--- src/rtl/alu_disp_pkg.sv ---
// alu_disp_pkg: op codes and active-low glyph constants
// shared by the ALU result display block.
package alu_disp_pkg;

  localparam logic [2:0] OP_ADD = 3'b000;
  localparam logic [2:0] OP_SUB = 3'b001;

  localparam logic [7:0] SEG_0 = 8'hC0;
  localparam logic [7:0] SEG_1 = 8'hF9;
  localparam logic [7:0] SEG_2 = 8'hA4;
  localparam logic [7:0] SEG_3 = 8'hB0;
  localparam logic [7:0] SEG_4 = 8'h99;
  localparam logic [7:0] SEG_5 = 8'h92;
  localparam logic [7:0] SEG_6 = 8'h82;
  localparam logic [7:0] SEG_7 = 8'hF8;
  localparam logic [7:0] SEG_8 = 8'h80;
  localparam logic [7:0] SEG_9 = 8'h90;
  localparam logic [7:0] SEG_A = 8'h88;
  localparam logic [7:0] SEG_B = 8'h83;
  localparam logic [7:0] SEG_C_HEX = 8'hC6;
  localparam logic [7:0] SEG_D = 8'hA1;
  localparam logic [7:0] SEG_E = 8'h86;
  localparam logic [7:0] SEG_F = 8'h8E;

  localparam logic [7:0] SEG_MINUS = 8'hBF;
  localparam logic [7:0] SEG_C     = 8'hC6;
  localparam logic [7:0] SEG_BLANK = 8'hFF;

  function automatic logic is_arith(input logic [2:0] op);
    return (op == OP_ADD) || (op == OP_SUB);
  endfunction

endpackage

--- src/rtl/seg_hex_decode.sv ---
// seg_hex_decode: 4-bit nibble to active-low
// gfedcba glyph, decimal point not included.
module seg_hex_decode
  import alu_disp_pkg::*;
(
  input  logic [3:0] nib,
  output logic [6:0] glyph
);

  logic [7:0] code;

  // nibble to full glyph code, dp bit dropped below
  always_comb begin
    code = SEG_BLANK;
    unique case (nib)
      4'h0: code = SEG_0;
      4'h1: code = SEG_1;
      4'h2: code = SEG_2;
      4'h3: code = SEG_3;
      4'h4: code = SEG_4;
      4'h5: code = SEG_5;
      4'h6: code = SEG_6;
      4'h7: code = SEG_7;
      4'h8: code = SEG_8;
      4'h9: code = SEG_9;
      4'hA: code = SEG_A;
      4'hB: code = SEG_B;
      4'hC: code = SEG_C_HEX;
      4'hD: code = SEG_D;
      4'hE: code = SEG_E;
      4'hF: code = SEG_F;
    endcase
  end

  assign glyph = code[6:0];

endmodule

--- src/rtl/alu_seg_display.sv ---
// alu_seg_display: captures ALU result/flags and
// drives a 4-digit multiplexed active-low display.
module alu_seg_display
  import alu_disp_pkg::*;
#(
  parameter int REFRESH_DIV = 50000,
  parameter int GUARD       = 4,
  parameter int BLINK_DIV   = 64
) (
  input  logic       clk,
  input  logic       rst,
  input  logic       in_valid,
  input  logic [2:0] in_op,
  input  logic [3:0] in_res,
  input  logic       in_cout,
  input  logic       in_ovf,
  output logic [7:0] seg,
  output logic [3:0] an
);

  localparam int RW = $clog2(REFRESH_DIV);
  localparam int BW = (BLINK_DIV > 1) ?
                      $clog2(BLINK_DIV) : 1;

  localparam logic [RW-1:0] CNT_MAX =
    RW'(REFRESH_DIV - 1);
  localparam logic [RW-1:0] GUARD_C =
    RW'(GUARD);
  localparam logic [BW-1:0] SCAN_MAX =
    BW'(BLINK_DIV - 1);

  logic [2:0]    op_q;
  logic [3:0]    res_q;
  logic          cout_q;
  logic          ovf_q;

  logic [RW-1:0] cnt;
  logic [1:0]    slot;
  logic [BW-1:0] scan;
  logic          phase;

  logic          wrap;
  logic          neg;
  logic [4:0]    mag_full;
  logic [3:0]    mag;
  logic [3:0]    nib;
  logic [6:0]    glyph;
  logic [7:0]    seg_d;
  logic [3:0]    an_d;

  // capture registers, loaded on every strobe
  always_ff @(posedge clk or negedge rst) begin
    if (!rst) begin
      op_q   <= '0;
      res_q  <= '0;
      cout_q <= 1'b0;
      ovf_q  <= 1'b0;
    end else if (in_valid) begin
      op_q   <= in_op;
      res_q  <= in_res;
      cout_q <= in_cout;
      ovf_q  <= in_ovf;
    end
  end

  assign wrap = (cnt == CNT_MAX);

  // refresh counter, slot index, scan count, blink phase
  always_ff @(posedge clk or negedge rst) begin
    if (!rst) begin
      cnt   <= '0;
      slot  <= '0;
      scan  <= '0;
      phase <= 1'b0;
    end else if (wrap) begin
      cnt  <= '0;
      slot <= slot + 2'd1;
      if (slot == 2'd3) begin
        if (scan == SCAN_MAX) begin
          scan  <= '0;
          phase <= ~phase;
        end else begin
          scan <= scan + BW'(1);
        end
      end
    end else begin
      cnt <= cnt + RW'(1);
    end
  end

  assign neg      = is_arith(op_q) & res_q[3];
  assign mag_full = 5'd0 - {1'b0, res_q};
  assign mag      = neg ? mag_full[3:0] : res_q;

  // nibble routed to the shared decoder per slot
  always_comb begin
    nib = mag;
    if (slot == 2'd3) nib = {1'b0, op_q};
  end

  seg_hex_decode u_dec (
    .nib   (nib),
    .glyph (glyph)
  );

  // slot content: digit, sign, carry, op code
  always_comb begin
    seg_d = SEG_BLANK;
    unique case (slot)
      2'd0: seg_d = {~ovf_q, glyph};
      2'd1: seg_d = neg ? SEG_MINUS : SEG_BLANK;
      2'd2: seg_d = cout_q ? SEG_C : SEG_BLANK;
      2'd3: seg_d = {1'b1, glyph};
    endcase
  end

  // anode select with guard and overflow blink
  always_comb begin
    an_d = ~(4'b0001 << slot);
    if (cnt < GUARD_C) an_d = 4'hF;
    if (ovf_q && phase) an_d = 4'hF;
  end

  // segments and anodes change on the same edge
  always_ff @(posedge clk or negedge rst) begin
    if (!rst) begin
      seg <= SEG_BLANK;
      an  <= 4'hF;
    end else begin
      seg <= seg_d;
      an  <= an_d;
    end
  end

endmodule
--- config.mk ---
export PLATFORM = sky130hd
export DESIGN_NAME = alu_seg_display
export DESIGN_NICKNAME = d
export VERILOG_FILES = /design/src/rtl/alu_disp_pkg.sv /design/src/rtl/seg_hex_decode.sv /design/src/rtl/alu_seg_display.sv
export SDC_FILE = /design/constraint.sdc
export NUM_CORES = 1
export LEC_CHECK = 0
export ABC_CLOCK_PERIOD_IN_PS = 2200
export CORE_MARGIN = 2
export CORE_UTILIZATION = 30
export CTS_CLUSTER_SIZE = 16
export DETAILED_ROUTE_END_ITERATION = 12
export DONT_BUFFER_PORTS = 1
export GPL_ROUTABILITY_DRIVEN = 0
export PLACE_DENSITY = 0.55
export SKIP_CTS_REPAIR_TIMING = 1
export SLEW_MARGIN = 20
export SYNTH_ARGS = -nofsm -noshare
export SYNTH_HDL_FRONTEND = slang
export SYNTH_SLANG_ARGS = --single-unit
export TNS_END_PERCENT = 50
--- constraint.sdc ---
create_clock -name clk -period 2.2 [get_ports clk]
set_input_delay 0.44 -clock clk [delete_from_list [all_inputs] [get_ports clk]]
set_output_delay 0.44 -clock clk [all_outputs]
set_load 0.02 [all_outputs]
After elaboration in Yosys (flattened, before gate mapping)
Memories as Yosys holds them, arrays and structs flattened.
Cells that the tools add are included.
{"block": "totals", "out_inout_bits": 12, "rom_bits": 112, "inputBits": 12, "ramBits": 0, "latchBits": 0, "regBits": 46, "wordCells": 42, "n_memories": 1}
{"block": "op_classes", "div_mod_pow": 0, "n_eq_ne": 6, "n_shift": 1, "n_bitwise": 4, "addsub": 4, "reduce_logical": 6, "n_mux": 9, "magnitude_cmp": 1, "mul": 0}
{"memory": "(no name shown)", "words": 16, "word_bits": 7, "rd": 1, "rd_clocked_by_memory_dff": 0, "write_ports": 0, "line": "seg_hex_decode.sv:15", "text": "unique case (nib)"}
{"operator": "$pmux W8 S4", "n": 1}
{"operator": "$add A16 B1 Y16 const B", "n": 1}
{"operator": "$eq A16 B16 Y1 const B", "n": 1}
{"operator": "$lt A16 B3 Y1 const B", "n": 1}
{"operator": "$mux W16", "n": 1}
{"operator": "$mux W4", "n": 4}
{"operator": "$mux W6", "n": 2}
{"operator": "$mux W7", "n": 1}
{"operator": "$add A6 B1 Y6 const B", "n": 1}
{"operator": "$eq A6 B6 Y1 const B", "n": 1}
{"operator": "$eq A2 B2 Y1 const B", "n": 2}
{"operator": "$not A4 Y4", "n": 1}
{"operator": "$shl A1 B2 Y4 const A", "n": 1}
{"operator": "$sub A1 B4 Y4 const A", "n": 1}
{"operator": "$eq A3 B1 Y1 const B", "n": 1}
{"operator": "$logic_not A3 Y1", "n": 1}
{"operator": "$reduce_and A3 Y1", "n": 1}
{"operator": "$add A2 B1 Y2 const B", "n": 1}
{"operator": "$eq A2 B1 Y1 const B", "n": 1}
{"operator": "$logic_not A2 Y1", "n": 1}
{"operator": "$not A1 Y1", "n": 2}
{"operator": "$reduce_and A2 Y1", "n": 1}
{"operator": "$and A1 B1 Y1", "n": 1}
{"operator": "$logic_and A1 B1 Y1", "n": 1}
{"operator": "$logic_or A1 B1 Y1", "n": 1}

Logic depth before layout (Yosys ltp)
An unclocked memory read counts as a cell.
{"block": "depth", "word_depth": 7, "ltp_mapped": 12, "ltp_nobuf": 12}

Cells and area by module
Synthesis repeated with hierarchy kept, for this count alone.
{"block": "unflattened", "hier_cells": 227, "area_unflattened_um2": 2408.6}
{"module": "alu_seg_display", "cells_per_inst": 195, "area_each_um2": 2133.3, "seq_area_each_um2": 1166.1, "n_inst": 1}
{"module": "seg_hex_decode", "cells_per_inst": 32, "area_each_um2": 275.3, "seq_area_each_um2": 0.0, "n_inst": 1}

Worst setup path before layout
OpenSTA, ideal clock, no wires.
{"block": "synth_timing", "path_kind": "register to register", "start": "reg slot[0]", "end": "reg seg[3]", "slack_ns": 0.082, "t_arrival_ns": 2.020, "path_buffers": 1, "period_less_slack_ns": 2.118, "path_stages_with_launch": 10, "t_required_ns": 2.102, "cell_sequence": "dfrtp_1 -> ha_1 -> clkbuf_8 -> o32a_1 -> inv_1 -> ha_1 -> inv_1 -> a21oi_1 -> nor2_1 -> a221oi_1"}
{"block": "synth_between", "elab_chain_len": 4, "elab_cells_between_ends": 7, "classes_between": "eq/ne: 3; mux: 2; reduce/logical: 1; memory: 1"}
{"item": "start, declared", "line": "alu_seg_display.sv:38", "text": "logic [1:0] slot;"}
{"item": "start signal, assigned", "line": "alu_seg_display.sv:77", "text": "slot <= slot + 2'd1;"}
{"item": "$eq A2 B2 Y1", "line": "alu_seg_display.sv:98, alu_seg_display.sv:109"}
{"item": "$mux W4", "line": "alu_seg_display.sv:98", "text": "if (slot == 2'd3) nib = {1'b0, op_q};"}
{"item": "$mem_v2 Z16 W7"}
{"item": "$pmux W8 S4 (*)", "line": "alu_seg_display.sv:109", "text": "unique case (slot)"}
{"item": "named net seg_d[3]", "line": "alu_seg_display.sv:48", "text": "logic [7:0] seg_d;"}
{"item": "end signal, assigned", "line": "alu_seg_display.sv:130", "text": "seg <= seg_d;"}
{"item": "end, declared", "line": "alu_seg_display.sv:17", "text": "output logic [7:0] seg,"}
Mark *: on every way through the listed nets, which the timed path passes. The rest lies on a longest branch.
A chain may end at the register's enable or synchronous reset.

Worst setup path after layout
{"block": "layout_timing", "start": "reg res_q[1]", "end": "reg seg[6]"}
{"block": "layout_between", "elab_chain_len": 5}
{"item": "start, declared", "line": "alu_seg_display.sv:33", "text": "logic [3:0] res_q;"}
{"item": "start signal, assigned", "line": "alu_seg_display.sv:60", "text": "res_q <= in_res;"}
{"item": "$sub A1 B4 Y4", "line": "alu_seg_display.sv:92", "text": "assign mag_full = 5'd0 - {1'b0, res_q};"}
{"item": "$mux W4 (*)", "line": "alu_seg_display.sv:93", "text": "assign mag = neg ? mag_full[3:0] : res_q;"}
{"item": "$mux W4 (*)", "line": "alu_seg_display.sv:98"}
{"item": "$mem_v2 Z16 W7 (*)"}
{"item": "$pmux W8 S4 (*)", "line": "alu_seg_display.sv:109"}
{"item": "named net seg_d[6]", "line": "alu_seg_display.sv:48"}
Marked as above.

==> metrics.md <==
| Metric | Value |
|---|---|
| Crit Path Max Fanout | `4` |
| DIE AREA | `9084 um^2` |
| Sequential fraction of design power | `56.6%` |
| Slowest stage delay, CP | `410 ps` |
| Final worst path period share | `92.81%` |
| # setup viols final | `0` |
| Crit Path Category | `reg2reg` |
| Place WS | `-6.953 ps` |
| Hold Path Class | `in2reg` |
| Status | `finished clean` |
| H-Tree Depth | `2` |
| Clock Latency Late Sink | `300 ps` |
| Number of synthesized register bits | `46` |
| Mapped cell area | `2501 um^2` |
| I/O pin count | `24` |
| Routed wl met3 | `213 um` |
| Top Metal Used | `met4` |
| Final #Nets | `277` |
| Worst Path Required | `2420 ps` |
| Worst-margin pin slew | `670.4 ps` |
| Compound-cell area share of the yosys netlist | `11.11%` |
| Final Hold Vio Count | `0` |
| Global route total overflow | `0` |
| DR iter-0 viols | `87` |
| Utilization after layout | `34.92%` |
| Remaining DRCs | `0` |
| Internal power | `1256 uW` |
| Die Wd | `95.31 um` |
| Logic pwr share | `13.6%` |
| Crit-path slowest cell | `dfrtp_1` |
| Filler cell count | `791` |
| First-pass GRT wire length | `8638 um` |
| First drt pass iteration count | `4` |
| Synth Area in Adders | `7.504%` |
| WL met1 | `2420 um` |
| Clock share of power | `29.8%` |
| Worst setup margin | `158.1 ps` |
| Minimum clock period | `2042 ps` |
| Ant. Diodes | `0` |
| CTS root buf | `clkbuf_8` |
| NetSw | `499.8 uW` |
| Avg WL per Cell | `13.91 um` |
| Setup crit end kind | `flip-flop` |
| Layout cells sized above 1 | `24.70%` |
| Number of port buffers | `0` |
| CTS tree | `done` |
| CP Cell Sequence | `inv_2 -> ha_4 -> nor3b_2 -> nor2_1 -> o32a_1 -> buf_4 -> ha_2 -> nand3_1 -> o211ai_1 -> a221o_1` |
| Top_reg_cell synth | `dfrtp_1` |
| Final WL | `4951 um` |
| DP HPWL | `3632 um` |
| Pwr/cell area | `618.2 nW/um^2` |
| Initial antenna violation count | `0` |
| Number of synthesized flops with an enable pin | `0` |
| Number of buffers created by CTS | `5` |
| CTS clk-pin slew, worst paths | `90 ps` |
| Async SR Flop Fraction | `100.0%` |
| Simple-gate area share of the yosys netlist | `20.26%` |
| Post-Syn Nets | `264` |
| Drt via density | `4.851` |
| Core region area | `8134 um^2` |
| Achievable Freq | `0.4897 GHz` |
| Sink Count | `46` |
| Rel. slew slack | `55.24%` |
| Post-Synth XOR/XNOR Area | `6.303%` |
| Worst ir drop on vdd | `0.2364 mV` |
| WL met2 | `2250 um` |
| Starting Density | `30.75%` |
| Max Slew Vio Count | `0` |
| Clock skew | `10.26 ps` |
| Critical Path AT | `2260 ps` |
| Largest family of logic cells by synthesized area | `simple AND/OR/NAND/NOR gates` |
| CP startpoint kind | `flip-flop` |
| Die H | `95.31 um` |
| Post-synth cell types | `52` |
| Largest net degree at the start of global routing | `47` |
| Sequential element share of the synthesized area | `46.62%` |
| Pleak | `0.001202 uW` |
| Via Count | `1727` |
| Max-Cap Viols | `0` |
| Post-DRT Antenna Nets | `0` |
| Mux share of post-synthesis cell area | `4.852%` |
| Max Root-Sink Buffers | `2` |
| Syn avg cell area | `10.55 um^2` |
| Synthesis Warnings | `0` |
| Row count | `33` |
| Synthesis-to-layout area growth | `13.56%` |
| Net Sw Frac | `28.47%` |
| Pwr Total | `1756 uW` |
| Tot GR Track Use | `12.20%` |
| Number of global-route vias before repair | `1744` |
| Synthesized instance count | `237` |
[final cells by class]
class,instances,area (um^2),area share [%]
clock buffers,5,68.82,2.423
multi-input cells,174,1301,45.82
flip-flops and latches,46,1166,41.06
well taps,105,131.4,4.626
repair buffers,12,112.6,3.965
inverters,11,41.29,1.454
clock inverters,3,18.77,0.6608
[logic make-up after synthesis]
kind of cell	after synthesis
AOI/OAI and AO/OA	37
xor gates and xnor gates	18
adders and majority gates	15
buffers and inverters	17
DFF	46
muxes	11
and+or+nand+nor	93
[cell usage in the layout (no fill, tap or decap), drive strengths merged, types with 4 or more instances in the layout]
| master | Yosys | final |
|---|---|---|
| and2 | 4 | 4 |
| a21oi | 5 | 5 |
| mux2 | 9 | 9 |
| buf | 3 | 11 |
| dfrtp | 34 | 34 |
| inv | 11 | 12 |
| o21ai | 9 | 9 |
| xnor2 | 10 | 10 |
| nor2 | 22 | 22 |
| clkbuf | 3 | 5 |
| nand2 | 22 | 22 |
| nand2b | 4 | 4 |
| ha | 15 | 15 |
| nand3 | 13 | 13 |
| xor2 | 8 | 8 |
| nor3 | 9 | 9 |
| dfstp | 12 | 12 |
| and3 | 4 | 4 |
[layer usage]
metal,up-vias,track usage [%]
li1,854,-
met1,839,16.72
met2,28,17.90
met3,6,3.320
met4,0,5.435
met5,-,0
[worst paths after layout]
kind	start	endpoint	slack, ps	cells past startpoint
max	res_q[1]	seg[6]	160	10
min	in_valid	res_q[1]	220	1
max reg2reg	res_q[1]	seg[6]	160	10
min reg2reg	ovf_q	seg[7]	460	1
max in group asynchronous	rst	seg[1]	1280	2
min in group asynchronous	rst	cnt[1]	630	2
[critical path: cells and delay by family (launching register included)]
kind,cells,cell delay (ps)
compound gates,3,630
buf+inv,2,250
simple gates,3,290
flops,1,410
fa+ha+maj,2,370
[power groups by stage]
stage	Combinational, uW	Sequential (uW)	Clock [uW]
floorplan	152	995	0
global placement	185	1010	0
detailed placement	187	1010	0
CTS	188	996	543
global route	268	1010	593
finish	238	994	524
[cell usage after synthesis, types with 2 or more instances]
cell,number,area share (%)
mux2i_1,2,0.80
a211o_1,2,0.70
ha_1,15,7.5
inv_1,11,1.7
a21oi_1,5,1.0
dfstp_2,12,13
mux2_2,9,4.1
xor2_1,8,2.8
o21ai_0,9,1.8
and3_1,3,0.75
and2_1,3,0.75
nand2b_1,4,1.0
o22ai_1,2,0.50
nand2_1,22,3.3
nor3_1,9,1.8
o211ai_1,2,0.60
xnor2_1,10,3.5
nor2b_1,2,0.50
nor3b_1,2,0.60
dfrtp_1,34,34
clkbuf_1,2,0.30
nand3_1,12,2.4
o21bai_1,2,0.60
nor2_1,22,3.3
buf_2,2,0.40
o31ai_1,2,0.60
nand4_1,3,0.75
o31a_1,2,0.70
[registers in the layout, summed over array words and instances (netlist names)]
register  cells
cout_q        1
op_q          3
cnt          16
res_q         4
ovf_q         1
an            4
seg           8
slot          2
phase         1
scan          6
[stage by stage]
step	hold slack [ps]	cell area, um^2	std cells	setup TNS, ps
2_1_floorplan	144.4	2501	237	0
3_3_place_gp	147.7	2643	343	0
3_5_place_dp	146.9	2643	343	-6.953
4_1_cts	-185.7	2730	351	-131.1
5_1_grt	214.5	2840	356	-49.90
6_report	224.7	2840	356	0
(Power assumes the default switching activity.)
